## config.mk

```make
export PLATFORM = sky130hd
export DESIGN_NAME = sram_port_arbiter
export DESIGN_NICKNAME = d
export VERILOG_FILES = /design/src/rtl/sram_port_arbiter.sv
export SDC_FILE = /design/constraint.sdc
export NUM_CORES = 1
export LEC_CHECK = 0
export CAP_MARGIN = 15
export CORE_AREA = 10 10 156 158
export CTS_CLUSTER_SIZE = 16
export DETAILED_ROUTE_END_ITERATION = 10
export DIE_AREA = 0 0 166 168
export PLACE_DENSITY = 0.72
export SYNTH_ARGS = -nofsm -noshare
export SYNTH_HDL_FRONTEND = slang
export SYNTH_SLANG_ARGS = --single-unit
```

## constraint.sdc

```tcl
create_clock -name CLK -period 2.06 [get_ports CLK]
set_clock_uncertainty 0.2 [all_clocks]
set_input_delay 0.412 -clock CLK [delete_from_list [all_inputs] [get_ports CLK]]
set_output_delay 0.412 -clock CLK [all_outputs]
set_load 0.005 [all_outputs]
```

## src/rtl/sram_port_arbiter.sv

```systemverilog
// rtl/sram_port_arbiter.sv - two-port round-robin arbiter in front of a single-port SRAM macro
// Clears the whole SRAM after reset, then serialises both ports onto the macro.
module sram_port_arbiter #(
  parameter int Bits       = 64,
  parameter int Word_Depth = 512,
  parameter int Add_Width  = 9
) (
  input  logic                 CLK,
  input  logic                 RSTB,
  input  logic                 p0_req_valid,
  output logic                 p0_req_ready,
  input  logic                 p0_req_write,
  input  logic [Add_Width-1:0] p0_req_addr,
  input  logic [Bits-1:0]      p0_req_wdata,
  output logic                 p0_resp_valid,
  input  logic                 p0_resp_ready,
  output logic [Bits-1:0]      p0_resp_rdata,
  input  logic                 p1_req_valid,
  output logic                 p1_req_ready,
  input  logic                 p1_req_write,
  input  logic [Add_Width-1:0] p1_req_addr,
  input  logic [Bits-1:0]      p1_req_wdata,
  output logic                 p1_resp_valid,
  input  logic                 p1_resp_ready,
  output logic [Bits-1:0]      p1_resp_rdata,
  output logic                 init_done,
  output logic                 sram_ceb,
  output logic                 sram_web,
  output logic [Add_Width-1:0] sram_a,
  output logic [Bits-1:0]      sram_d,
  input  logic [Bits-1:0]      sram_q
);

  typedef enum logic {INIT, RUN} state_e;

  localparam logic [Add_Width-1:0] LastAddr = Add_Width'(Word_Depth - 1);

  state_e               state_q;
  logic [Add_Width-1:0] cnt_q;
  logic                 rr_q;
  logic                 pend0_q, pend1_q;
  logic                 rv0_q, rv1_q;
  logic [Bits-1:0]      rd0_q, rd1_q;

  logic run, elig0, elig1, gnt0, gnt1;

  assign run = (state_q == RUN);

  // A read may only issue once the previous read's response slot is free or being drained.
  assign elig0 = run & p0_req_valid &
                 (p0_req_write | (~pend0_q & (~rv0_q | p0_resp_ready)));
  assign elig1 = run & p1_req_valid &
                 (p1_req_write | (~pend1_q & (~rv1_q | p1_resp_ready)));

  // rr_q=1 means port 1 has priority on the next conflict.
  assign gnt0 = elig0 & (~elig1 | ~rr_q);
  assign gnt1 = elig1 & (~elig0 | rr_q);

  assign p0_req_ready  = gnt0;
  assign p1_req_ready  = gnt1;
  assign p0_resp_valid = rv0_q;
  assign p1_resp_valid = rv1_q;
  assign p0_resp_rdata = rd0_q;
  assign p1_resp_rdata = rd1_q;
  assign init_done     = run;

  always_comb begin
    sram_ceb = 1'b1;
    sram_web = 1'b1;
    sram_a   = '0;
    sram_d   = '0;
    // Gate the sweep with RSTB so the macro stays deselected while reset is held.
    if (state_q == INIT && RSTB) begin
      sram_ceb = 1'b0;
      sram_web = 1'b0;
      sram_a   = cnt_q;
    end else if (gnt0) begin
      sram_ceb = 1'b0;
      sram_web = ~p0_req_write;
      sram_a   = p0_req_addr;
      sram_d   = p0_req_wdata;
    end else if (gnt1) begin
      sram_ceb = 1'b0;
      sram_web = ~p1_req_write;
      sram_a   = p1_req_addr;
      sram_d   = p1_req_wdata;
    end
  end

  always_ff @(posedge CLK or negedge RSTB) begin
    if (!RSTB) begin
      state_q <= INIT;
      cnt_q   <= '0;
      rr_q    <= 1'b0;
      pend0_q <= 1'b0;
      pend1_q <= 1'b0;
      rv0_q   <= 1'b0;
      rv1_q   <= 1'b0;
      rd0_q   <= '0;
      rd1_q   <= '0;
    end else begin
      if (state_q == INIT) begin
        cnt_q <= cnt_q + Add_Width'(1);
        if (cnt_q == LastAddr) state_q <= RUN;
      end

      if (gnt0 | gnt1) rr_q <= gnt0;

      pend0_q <= gnt0 & ~p0_req_write;
      pend1_q <= gnt1 & ~p1_req_write;

      // A capture on the same edge as a consume keeps the response valid.
      if (pend0_q) begin
        rd0_q <= sram_q;
        rv0_q <= 1'b1;
      end else if (p0_resp_ready) begin
        rv0_q <= 1'b0;
      end

      if (pend1_q) begin
        rd1_q <= sram_q;
        rv1_q <= 1'b1;
      end else if (p1_resp_ready) begin
        rv1_q <= 1'b0;
      end
    end
  end

endmodule

```

==> insert_results.sql, run 1 <==
INSERT INTO impl_metrics (metric_group, metric, value, unit) VALUES
('outcome', 'outcome', 'finished, violations left', ''),
('outcome', 'violations', 'setup timing', ''),
('floorplan', 'floorplan.die.width', '166', 'um'),
('worst_setup_path', 'critPathTopFamily', 'compound AO/OA/AOI/OAI gates', ''),
('worst_setup_path', 'worst-setup-path-type', 'reg -> out', ''),
('timing', 'timing.slew.headroom', '0.338', ''),
('worst_setup_path', 'crit_slowest_cell', 'dfrtp_1', ''),
('cts', 'cts_num_sinks', '143', ''),
('pwr', 'leakage', '5.71', 'nW'),
('grt', 'grt_remaining_overflow', '0', ''),
('cts', 'clk_latency', '0.41', 'ns'),
('cts', 'cts_tree', 'yes', ''),
('floorplan', 'fp.dieArea', '0.0279', 'mm^2'),
('floorplan', 'design.portCount', '426', ''),
('min_path', 'worstHoldPathType', 'in -> async', ''),
('synth', 'synth_enable_flop_cells', '0', ''),
('cts', 'clock_tree.root_cell', 'clkbuf_16', ''),
('grt', 'largest_net_degree_at_the_start_of_global_routing', '78', ''),
('finish', 'nFillCells', '1764', ''),
('grt', 'number_of_global_route_vias_before_repair', '6191', ''),
('drt', 'routed_wire_length_per_instance', '27.3', 'um'),
('synth', 'avgSynthCellArea', '14.5', 'um^2'),
('cts', 'cts-buffers-inserted', '17', ''),
('timing', 'hold_violations', '0', ''),
('drt', 'detailroute.via_count', '6149', ''),
('floorplan', 'fp-row-count', '54', ''),
('timing', 'setup_viol', '77', ''),
('cts', 'clock_tree.htree_level_count', '4', ''),
('job', 'max_cap_viol', '0', ''),
('synth', 'synthCells', '433', ''),
('grt', 'grt_pass1_wl', '46.5', 'mm'),
('synth', 'synthTopCellsByArea', 'dfrtp_1 57%, mux2_2 23%, a22o_1 8.9%, buf_6 2.1%, a221o_1 1.4%', ''),
('floorplan', 'start_util', '0.294', ''),
('placement', 'place_hpwl', '26.3', 'mm'),
('timing', 'finalHoldWorstSlack', '0.0907', 'ns'),
('worst_setup_path', 'cp_num_buf_inv', '4', ''),
('placement', 'port-buffer-count', '425', ''),
('grt', 'antenna_found_initial', '12', ''),
('finish', 'area_growth', '94.4', '%'),
('finish', 'finalNetCount', '1157', ''),
('worst_setup_path', 'worstPathCellList', 'or3b_4 -> o2111ai_4 -> o21a_4 -> buf_12 -> buf_16 -> buf_6 -> a221o_1 -> buf_2', ''),
('drt', 'route.final.wire_length', '33.7', 'mm'),
('drt', 'detail-route-antenna-nets', '0', ''),
('grt', 'grt_usage', '0.227', ''),
('synth', 'yosys.area.top_type', 'dfrtp_1', ''),
('pwr', 'vdd_drop_max', '0.512', 'mV'),
('placement', 'gp_routability_congestion', '0.972', ''),
('finish', 'footprint_of_the_flip_flops_and_latches', '0.00358', 'mm^2'),
('cts', 'clkSlewWorstSetupHoldPaths', '0.07', 'ns'),
('synth', 'fraction_of_the_yosys_area_taken_by_sequential_cells', '0.568', ''),
('cts', 'cts_max_path_buffers', '2', ''),
('timing', 'clock.fmax', '341', 'MHz'),
('worst_setup_path', 'critical_path.endpoint_type', 'output pin', ''),
('worst_setup_path', 'cp.required', '1.45', 'ns'),
('synth', 'synth_nets', '653', ''),
('timing', 'layout_worst_path_cycle_share', '1.42', ''),
('drt', 'drt-initial-drc-count', '344', ''),
('timing', 'transition_time_at_the_pin_with_the_least_slew_margin', '0.993', 'ns'),
('timing', 'timing.final.ws_setup', '-0.875', 'ns'),
('finish', 'finish.utilization', '0.572', ''),
('drt', 'route.detailed.vias_per_inst', '4.98', ''),
('drt', 'detail_route.first_pass.iterations', '5', ''),
('synth', 'post_synthesis_register_bit_count', '143', ''),
('worst_setup_path', 'timing.critical_path.from_type', 'flip-flop', ''),
('synth', 'yosys_most_used_dff', 'dfrtp_1', ''),
('worst_setup_path', 'timing.critical_path.arrival', '2.32', 'ns'),
('floorplan', 'core_area', '0.0214', 'mm^2'),
('timing', 'finalWorstPathRequiredPeriod', '2.94', 'ns'),
('pwr', 'power-per-cell-area', '524', 'mW/mm^2'),
('synth', 'yosys_warnings', '0', ''),
('finish', 'multi_input_comb_area', '0.00258', 'mm^2');
[logic make-up after synthesis]
family / synth area share
AO/OA/AOI/OAI: 0.112
XOR/XNOR: 0.00974
adder cells (fa/ha/maj): 0.00397
buffers and inverters: 0.0407
flip-flops: 0.568
multiplexers: 0.232
AND/OR/NAND/NOR: 0.0330
[cell usage in the layout, fill, tap and decap left out, types with 5 or more instances in the layout]
cell,n
a22o_1,63
buf_12,8
buf_6,52
nor3b_2,6
a221o_1,9
clkbuf_16,21
buf_4,40
xnor2_1,6
buf_16,6
dfrtp_1,141
dlygate4sd2_1,5
buf_2,56
clkdlybuf4s50_1,340
mux2_2,130
inv_6,6
[per-layer routing]
| layer | vias up | wire length (um) | track usage |
|---|---|---|---|
| li1 | 2644 | - | - |
| met1 | 3104 | 12000 | 0.239 |
| met2 | 328 | 17100 | 0.389 |
| met3 | 59 | 3360 | 0.103 |
| met4 | 14 | 1180 | 0.0917 |
| met5 | - | 92 | 0 |
[repair_timing]
item                                    in CTS  in global routing
resized for setup                          381                 34
endpoints found under the setup margin      78                 78
pin swaps                                   20                 15
setup buffers                               34                 15
gates cloned                                 7                  4
[tightest hold or removal path, stage by stage]
cell and delay [ns]:
buf_6 0.08, buf_4 0.10, buf_4 0.64
[final timing paths]
path	slack (ns)	endpoint	startpoint	cells past startpoint
max in group asynchronous	0.80	pend1_q	RSTB	3
hold / removal	0.09	p1_resp_rdata[2]	RSTB	3
setup reg to reg	0.04	pend1_q	p0_resp_valid	8
min in group CLK	0.14	p0_resp_valid	p0_resp_ready	2
hold reg to reg	0.30	p1_resp_rdata[45]	p1_resp_rdata[45]	1
setup / recovery	-0.88	sram_a[3]	p0_resp_valid	8
[sequential cells by signal (all words and copies together) (netlist names)]
register,cells
p1_resp_valid,1
p1_resp_rdata,64
pend1_q,1
rr_q,1
p0_resp_valid,1
cnt_q,9
pend0_q,1
p0_resp_rdata,64
init_done,1
[report_power, final]
part                  switching (mW)  leakage [nW]  internal, mW
sequential     0.0000000000000000412          1.98          2.81
combinational                  0.200          3.45         0.383
clock                           1.31         0.284          1.71
total                           1.51          5.71          4.91
[per-stage QoR]
step | cell area [um^2] | cells | worst slack [ns] | TNS (ns)
4_1_cts | 12000 | 1214 | -0.927 | -59.15
6_report | 12200 | 1234 | -0.875 | -56.55
3_5_place_dp | 11000 | 1141 | -1.33 | -93.76
5_1_grt | 12200 | 1232 | -0.935 | -62.12
2_1_floorplan | 6300 | 433 | -0.0266 | -1.25
3_3_place_gp | 11000 | 1141 | -1.28 | -92.20
[Yosys cell counts (all sizes together) (2+ instances only)]
cell type and count:
ha 2, xnor2 6, a21oi 2, mux2 130, nand2 4, nand3 3
a22o 64, dfrtp 143, nor3b 10, nor2 3, inv 5, buf 29
nor3 3, clkbuf 4, nor2b 3, a221o 9
[cell type report]
cell class / instances / share of cell area
well taps: 280 / 0.0286
diodes: 4 / 0.000818
inverters: 5 / 0.00153
flip-flops and latches: 143 / 0.292
clock buffers: 18 / 0.0351
multi-input cells: 252 / 0.211
clock inverters: 14 / 0.0119
repair buffers: 518 / 0.419
No activity file was read; power rests on OpenSTA's default activity.
==> run 2, diff against run 1 <==
- CTS_CLUSTER_SIZE: 16 -> not set
==> results of run 2 <==
Same layout as run 1: the final DEF is identical, and so are final timing and power.
==> run 3, diff against run 2 <==
- REMOVE_ABC_BUFFERS: not set -> 1
==> insert_results.sql, run 3 (synthesis results as in run 1) <==
INSERT INTO impl_metrics (metric_group, metric, value, unit) VALUES
('worst_setup_path', 'crit_top_cell', 'buf_12', ''),
('job', 'max_cap_viol', '0', ''),
('cts', 'cts_max_path_buffers', '2', ''),
('timing', 'maxSlewViolCount', '0', ''),
('timing', 'setup_viol', '77', ''),
('placement', 'place_hpwl', '21.4', 'mm'),
('finish', 'antenna-diode-count', '0', ''),
('cts', 'cts-buffers-inserted', '17', ''),
('placement', 'gp_routability_congestion', '0.887', ''),
('drt', 'detailroute.via_count', '5728', ''),
('placement', 'place.detailed.instances', '1138', ''),
('drt', 'detail-route-antenna-nets', '0', ''),
('cts', 'cts_num_sinks', '143', ''),
('outcome', 'violations', 'setup timing', ''),
('finish', 'fin_cells', '1207', ''),
('floorplan', 'fp.dieArea', '0.0279', 'mm^2'),
('worst_setup_path', 'cp.required', '1.45', 'ns'),
('finish', 'finalNetCount', '1134', ''),
('finish', 'layout.cells.most_common_list', '341 x clkdlybuf4s50_1, 140 x dfrtp_1, 130 x mux2_2', ''),
('drt', 'routed_wire_length_per_instance', '23.5', 'um'),
('worst_setup_path', 'worstPathCellList', 'or3b_4 -> o2111ai_4 -> o21a_4 -> buf_12 -> buf_12 -> a221o_1 -> buf_2', ''),
('pwr', 'leakage', '5.55', 'nW'),
('cts', 'clk_latency', '0.42', 'ns'),
('worst_setup_path', 'critPathTopFamily', 'compound AO/OA/AOI/OAI gates', ''),
('timing', 'timing.slew.headroom', '0.360', ''),
('cts', 'clock_tree.root_cell', 'clkbuf_16', ''),
('outcome', 'outcome', 'finished, violations left', ''),
('cts', 'cts_tree', 'yes', ''),
('worst_setup_path', 'critical_path.endpoint_type', 'output pin', ''),
('worst_setup_path', 'maximum_fanout_along_the_worst_path', '7', ''),
('finish', 'area_growth', '88.0', '%'),
('floorplan', 'design.portCount', '426', ''),
('grt', 'largest_net_degree_at_the_start_of_global_routing', '77', ''),
('finish', 'finish.utilization', '0.553', ''),
('worst_setup_path', 'crit_slowest_cell', 'dfrtp_1', ''),
('floorplan', 'fp-row-count', '54', ''),
('pwr', 'power-per-cell-area', '534', 'mW/mm^2'),
('grt', 'grt_remaining_overflow', '0', ''),
('grt', 'number_of_global_route_vias_before_repair', '6022', ''),
('floorplan', 'core_area', '0.0214', 'mm^2'),
('finish', 'commonest_non_fill_non_tap_cell_in_the_layout', 'clkdlybuf4s50_1', ''),
('floorplan', 'start_util', '0.294', ''),
('grt', 'grt_pass1_wl', '41.0', 'mm'),
('drt', 'route.final.wire_length', '28.4', 'mm'),
('grt', 'grt_usage', '0.192', ''),
('drt', 'route.detailed.vias_per_inst', '4.75', ''),
('timing', 'layout_worst_path_cycle_share', '1.35', ''),
('worst_setup_path', 'worst-setup-path-type', 'reg -> out', ''),
('finish', 'nFillCells', '1803', ''),
('min_path', 'worstHoldPathType', 'in -> async', ''),
('timing', 'finalWorstPathRequiredPeriod', '2.78', 'ns'),
('timing', 'timing.final.ws_setup', '-0.719', 'ns'),
('worst_setup_path', 'cp_slowest_stage_delay', '0.37', 'ns'),
('cts', 'clkSlewWorstSetupHoldPaths', '0.06', 'ns'),
('worst_setup_path', 'cp_num_buf_inv', '3', ''),
('drt', 'drt-initial-drc-count', '283', ''),
('timing', 'transition_time_at_the_pin_with_the_least_slew_margin', '0.960', 'ns'),
('timing', 'hold_violations', '0', ''),
('timing', 'grt_setup_unrepaired', 'true', ''),
('timing', 'clock.fmax', '360', 'MHz'),
('cts', 'clock_tree.htree_level_count', '4', ''),
('drt', 'detail_route.first_pass.iterations', '4', ''),
('finish', 'drive_gt1_frac', '0.350', ''),
('floorplan', 'floorplan.die.width', '166', 'um'),
('worst_setup_path', 'timing.critical_path.from_type', 'flip-flop', ''),
('worst_setup_path', 'timing.critical_path.arrival', '2.17', 'ns'),
('placement', 'port-buffer-count', '425', ''),
('drt', 'detail_route.drc_violations', '0', ''),
('cts', 'cts-hold-fix-buffers', '0', ''),
('pwr', 'vdd_drop_max', '0.513', 'mV'),
('floorplan', 'floorplan.die.height', '168', 'um'),
('grt', 'antenna_found_initial', '0', '');
==> run 3: path summary, 6_finish.rpt <==
kind | from | to | slack (ns) | depth (start not counted)
min reg2reg | p1_resp_rdata[37] | p1_resp_rdata[37] | 0.30 | 1
max in group asynchronous | RSTB | init_done | 0.84 | 3
min | RSTB | p0_resp_rdata[51] | 0.1 | 3
max reg2reg | pend0_q | p0_resp_rdata[30] | 0.18 | 2
max | p0_resp_valid | sram_a[6] | -0.72 | 7
min in group CLK | p0_resp_ready | p0_resp_valid | 0.15 | 2
==> run 3: layer usage <==
layer	vias up	global-route usage	routed length, um
li1	2586	-	-
met1	2862	0.209	10800
met2	257	0.345	15100
met3	23	0.0687	2110
met4	0	0.0532	424
met5	-	0	0
==> run 3: power by group <==
part	internal [mW]	total, mW	switching (mW)
Clock	1.72	2.97	1.25
Combinational	0.381	0.546	0.165
Sequential	2.81	2.81	0.0000000000000000363
==> run 3: cell type report <==
class                      count  area [um^2]  share of cell area
clock inverter                13          125              0.0106
tap                          280          350              0.0296
multi-input combinational    252         2540               0.214
timing repair buffer         495         4780               0.404
clock buffer                  19          443              0.0374
inverter                       5         18.8             0.00159
sequential                   143         3580               0.303
==> run 3: per-stage QoR <==
| stage | setup TNS (ns) | worst slack [ns] | power [mW] | cell area (um^2) | hold WS, ns |
|---|---|---|---|---|---|
| 2_1_floorplan | -260.65 | -3.06 | 2.88 | 6060 | -0.0836 |
| 4_1_cts | -53.03 | -0.820 | 6.44 | 11800 | 0.127 |
| 5_1_grt | -55.64 | -0.800 | 6.57 | 11800 | 0.164 |
| 3_3_place_gp | -88.27 | -1.24 | 3.41 | 11000 | 0.288 |
| 3_5_place_dp | -90.46 | -1.28 | 3.41 | 11000 | 0.294 |
| 6_report | -48.22 | -0.719 | 6.32 | 11800 | 0.0976 |
==> run 3: timing repair <==
action,in CTS,in global routing
setup endpoints to repair,78,78
pin swaps,23,35
cloned,7,3
buffers inserted,30,8
gates resized for setup,343,44
==> run 3: tightest hold or removal path: stages <==
cell,delay (ns)
buf_6,0.08
buf_4,0.10
buf_4,0.65
